### src/rtl/step_bounce_counter.sv
// Parametrised up/down step counter bounded to [LO, HI] with up-wrap, down-wrap,
// bounce (triangle) and hold modes, parallel load and a run-time step register.
module step_bounce_counter #(
    parameter int WIDTH    = 8,
    parameter int LO       = 7,
    parameter int HI       = 210,
    parameter int STEP_RST = 7
) (
    input  logic             clk,
    input  logic             rst,
    input  logic             en,
    input  logic [1:0]       mode,
    input  logic             load,
    input  logic [WIDTH-1:0] load_val,
    input  logic             load_dir,
    input  logic             step_wr,
    input  logic [WIDTH-1:0] step_val,
    output logic [WIDTH-1:0] count,
    output logic             dir,
    output logic             tc,
    output logic             at_hi,
    output logic             at_lo
);

    typedef enum logic [1:0] {
        MODE_UP     = 2'b00,
        MODE_DN     = 2'b01,
        MODE_BOUNCE = 2'b10,
        MODE_HOLD   = 2'b11
    } mode_t;

    localparam logic [WIDTH-1:0] LO_W       = WIDTH'(LO);
    localparam logic [WIDTH-1:0] HI_W       = WIDTH'(HI);
    localparam logic [WIDTH:0]   LO_X       = (WIDTH+1)'(LO);
    localparam logic [WIDTH:0]   HI_X       = (WIDTH+1)'(HI);
    localparam logic [WIDTH-1:0] STEP_RST_W = WIDTH'(STEP_RST);
    localparam logic [WIDTH-1:0] ZERO_W     = WIDTH'(0);

    logic [WIDTH-1:0] count_r;
    logic             dir_r;
    logic             tc_r;
    logic [WIDTH-1:0] step_r;

    logic [WIDTH-1:0] count_s;
    logic             dir_s;
    logic             tc_s;
    logic [WIDTH:0]   up_s;
    logic [WIDTH:0]   dn_s;
    logic             up_ok_s;
    logic             dn_ok_s;
    logic             step_zero_s;
    mode_t            mode_s;

    function automatic logic [WIDTH-1:0] clamp_load(input logic [WIDTH-1:0] v);
        logic [WIDTH-1:0] r;
        if (v < LO_W) begin
            r = LO_W;
        end else if (v > HI_W) begin
            r = HI_W;
        end else begin
            r = v;
        end
        return r;
    endfunction

    // One extra bit keeps the carry of up and the borrow of dn visible.
    assign up_s        = {1'b0, count_r} + {1'b0, step_r};
    assign dn_s        = {1'b0, count_r} - {1'b0, step_r};
    assign up_ok_s     = (up_s <= HI_X);
    assign dn_ok_s     = ~dn_s[WIDTH] & (dn_s >= LO_X);
    assign step_zero_s = (step_r == ZERO_W);
    assign mode_s      = mode_t'(mode);

    // Next-state selection: load beats counting; a zero step never moves or pulses.
    always_comb begin
        count_s = count_r;
        dir_s   = dir_r;
        tc_s    = 1'b0;
        if (load) begin
            count_s = clamp_load(load_val);
            dir_s   = load_dir;
        end else if (en) begin
            case (mode_s)
                MODE_UP: begin
                    dir_s = 1'b1;
                    if (step_zero_s) begin
                        count_s = count_r;
                    end else if (up_ok_s) begin
                        count_s = up_s[WIDTH-1:0];
                    end else begin
                        count_s = LO_W;
                        tc_s    = 1'b1;
                    end
                end
                MODE_DN: begin
                    dir_s = 1'b0;
                    if (step_zero_s) begin
                        count_s = count_r;
                    end else if (dn_ok_s) begin
                        count_s = dn_s[WIDTH-1:0];
                    end else begin
                        count_s = HI_W;
                        tc_s    = 1'b1;
                    end
                end
                MODE_BOUNCE: begin
                    if (step_zero_s) begin
                        count_s = count_r;
                    end else if (dir_r) begin
                        if (up_ok_s) begin
                            count_s = up_s[WIDTH-1:0];
                        end else begin
                            dir_s   = 1'b0;
                            count_s = dn_ok_s ? dn_s[WIDTH-1:0] : LO_W;
                            tc_s    = 1'b1;
                        end
                    end else begin
                        if (dn_ok_s) begin
                            count_s = dn_s[WIDTH-1:0];
                        end else begin
                            dir_s   = 1'b1;
                            count_s = up_ok_s ? up_s[WIDTH-1:0] : HI_W;
                            tc_s    = 1'b1;
                        end
                    end
                end
                MODE_HOLD: begin
                    count_s = count_r;
                end
                default: begin
                    count_s = count_r;
                end
            endcase
        end else begin
            count_s = count_r;
        end
    end

    // State registers with synchronous reset; step_wr is outside the load/count priority.
    always_ff @(posedge clk) begin
        if (rst) begin
            count_r <= LO_W;
            dir_r   <= 1'b1;
            tc_r    <= 1'b0;
            step_r  <= STEP_RST_W;
        end else begin
            count_r <= count_s;
            dir_r   <= dir_s;
            tc_r    <= tc_s;
            if (step_wr) begin
                step_r <= step_val;
            end
        end
    end

    assign count = count_r;
    assign dir   = dir_r;
    assign tc    = tc_r;
    assign at_hi = (count_r == HI_W);
    assign at_lo = (count_r == LO_W);

endmodule

### config.mk
export PLATFORM = sky130hd
export DESIGN_NAME = step_bounce_counter
export DESIGN_NICKNAME = d
export VERILOG_FILES = /design/src/rtl/step_bounce_counter.sv
export SDC_FILE = /design/constraint.sdc
export NUM_CORES = 1
export LEC_CHECK = 0
export ABC_AREA = 0
export CELL_PAD_IN_SITES_DETAIL_PLACEMENT = 1
export CELL_PAD_IN_SITES_GLOBAL_PLACEMENT = 1
export CORE_AREA = 2 2 59 103
export DETAILED_ROUTE_END_ITERATION = 16
export DIE_AREA = 0 0 61 105
export PLACE_DENSITY = 0.8
export SLEW_MARGIN = 20
export SYNTH_ARGS = -nofsm -noshare
export SYNTH_HDL_FRONTEND = slang
export SYNTH_SLANG_ARGS = --single-unit
### constraint.sdc
create_clock -name clk -period 3.5 [get_ports clk]
set_input_delay 0.7 -clock clk [delete_from_list [all_inputs] [get_ports clk]]
set_output_delay 0.7 -clock clk [all_outputs]
set_load 0.03 [all_outputs]
==> results.py <==
metrics = {
    "run_status": {
        "status": "complete, no violations",
    },
    "synth": {
        "yosys-top-cells-count": "inv_1 (26), ha_1 (22), nand2_1 (22), nor2_1 (20), dfxtp_1 (18)",
        "synthTopCellsByArea": "dfxtp_1 (17%), ha_1 (13%), inv_1 (4.5%), nand2_1 (3.8%), nor2_1 (3.4%)",
        "synthDistinctLibCells": 67,
        "ys.flop_type": "dfxtp_1",
        "ys_warn_count": 0,
        "ys_seq_elements": 18,
        "synth_edf_count": 0,
        "syn-num-nets": 325,
        "synth_top_area_cell": "dfxtp_1",
        "synthArstFlopShare_pct": 0,
        "syn_inst": 277,
        "synth_top_area_share_pct": 16.5,
        "ys_seq_area_share_pct": 16.5,
        "avgSynthCellArea_um2": 7.87,
        "yosysMostFrequentCell": "inv_1",
        "synthesis.area_um2": 2180,
    },
    "placed_design": {
        "place_inst": 387,
        "dp_hpwl_um": 6890,
        "gp_congestion": 1.01,
        "dp_slack_ps": 81.3,
        "port_buffers": 35,
    },
    "clocking": {
        "clock_path_buffers": 2,
        "clk_pin_slew_ps": 80,
        "clk_latency_ps": 260,
        "post_cts_buffers": 0,
        "cts_root_buffer": "clkbuf_8",
        "clock_sinks": 18,
        "cts-resized-gates": 0,
        "hold_buffers": 0,
        "htreeDepth": 1,
        "cts_tree": "built",
        "numCtsBuffers": 3,
    },
    "worst_setup_path": {
        "crit_family": "compound AO/OA/AOI/OAI gates",
        "path_buf_inv": 1,
        "crit_type": "flip-flop to flip-flop",
        "path_common_cell": "o2111ai_2",
        "critPathRequiredTime_ps": 3640,
        "slowest_stage": "o31a_4",
        "crit_arrival_ps": 3410,
        "cp_cell_sequence": "inv_1 -> ha_1 -> fa_1 -> and2b_1 -> o2111ai_2 -> a31oi_2 -> o2111ai_2 -> o31a_4 -> a2111o_1 -> a221oi_1 -> o31ai_1",
        "end_kind": "flip-flop",
        "critPathMaxStageDelay_ps": 430,
        "r2r_slack_ps": 240,
        "critical_path.max_fanout": 9,
        "worstSetupStartpointType": "flip-flop",
    },
    "route": {
        "via_count": 2426,
        "drc": 0,
        "via_per_inst": 6.20,
        "drt-total-wl_um": 8270,
        "drt_iter0_markers": 127,
        "ant_nets": 0,
        "drt_first_pass_iters": 5,
        "routedWlPerCell_um": 21.2,
    },
    "sta": {
        "fin_skew_ps": 7.23,
        "maxSlewViolCount": 0,
        "worstMarginPinSlew_ps": 647,
        "setup_tns_ps": 0,
        "setup_viol": 0,
        "finalCritPeriodShare_pct": 93.3,
        "fin_crit_ps": 3260,
        "final_hold_viol_count": 0,
        "rsz0062_at_grt": "no",
        "slew-limit-headroom_pct": 56.7,
        "fmaxAchievable_mhz": 306,
        "timing.final.ws_setup_ps": 236,
    },
    "die": {
        "die_height_um": 105,
        "boundaryPins": 36,
        "start_util_pct": 39.4,
        "die_w_um": 61,
        "num_rows": 36,
        "dieArea_um2": 6410,
        "core_area_um2": 5540,
    },
    "global_route": {
        "grt_max_degree": 15,
        "grt_pass1_wl_um": 13100,
        "grt_pass1_vias": 2642,
        "grtUsageTotal_pct": 27.8,
        "overflow": 0,
        "antenna_found_initial": 0,
    },
    "power_and_ir_drop": {
        "peakVddDrop_mv": 0.259,
        "p_leak_nw": 1.14,
        "power_density_nw_per_um2": 395,
    },
    "finish": {
        "num-fill-cells": 681,
        "antenna_cells": 0,
        "drive_above_1_share_pct": 11.7,
        "postLayoutCoreUtil_pct": 49.4,
        "fin_cells": 391,
        "nets": 364,
        "area_growth_pct": 25.5,
    },
    "run": {
        "max_cap_viol_count": 0,
    },
    "worst_hold_path": {
        "hp-class": "flip-flop to flip-flop",
    },
}
-- path summary, 6_finish.rpt --
kind                             endpoint  cells after the start      start
worst min-delay path            step_r[5]                      2  step_r[5]
worst min register to register  step_r[5]                      2  step_r[5]
worst max-delay path             count[1]                     11   count[0]
worst max register to register   count[1]                     11   count[0]
-- flip-flops by register name, indices dropped and copies added (netlist names) --
| name | count |
|---|---|
| dir | 1 |
| step_r | 8 |
| tc | 1 |
| count | 8 |
-- stage by stage --
stage          cell area (um^2)  hold slack (ps)  power [mW]
2_1_floorplan              2180              487       0.672
4_1_cts                    2710              561        1.06
6_report                   2740              558        1.08
5_1_grt                    2740              593        1.15
3_5_place_dp               2660              552       0.878
3_3_place_gp               2660              530       0.866
-- worst min-delay path, stage by stage, from the launching register on --
cell	delay, ps
dfxtp_1	340
mux2i_1	130
nor2_1	50
-- logic make-up after synthesis --
kind of cell / share of synthesized area [%]
mux: 3.73
fa+ha+maj: 14.5
flops: 16.5
compound gates: 31.7
xor+xnor: 2.81
buf+inv: 6.60
simple gates: 24.2
-- placed cells by master (no fill, tap or decap), types with 4 or more instances in the layout --
master and instances:
or4_1 5, nand2b_1 6, nor2_1 20, xnor2_1 4, dfxtp_1 16, mux2i_1 7, ha_1 21, clkbuf_8 4
buf_4 10, a221oi_1 6, inv_1 26, o31ai_1 5, a31oi_1 6, o211ai_1 5, nor3_1 10, o21ai_0 9
nand2_1 22, or3_1 6, a21oi_1 11, clkdlybuf4s50_1 35, nand3_1 7, nor2b_1 5
-- power by group --
group,internal [mW],switching [mW],total (mW)
combinational,0.261,0.387,0.649
clock,0.100,0.0813,0.182
sequential,0.223,0.0282,0.251
total,0.585,0.497,1.08
-- layout make-up --
type                    instances  area, um^2  area share [%]
multi-input cells             222        1700            62.1
inverters                      26        97.6            3.57
clock buffers                   4        55.1            2.01
well taps                      76        95.1            3.48
repair buffers                 45         425            15.5
flip-flops and latches         18         363            13.3
-- layer usage --
layer	track usage (%)	vias to the layer above	part of all wire [%]
li1	-	1119	-
met3	3.09	44	2.5
met1	27.5	1182	34
met2	50.5	81	56
met4	17.9	0	7.4
met5	0	-	0
No activity file was read; power rests on OpenSTA's default activity.
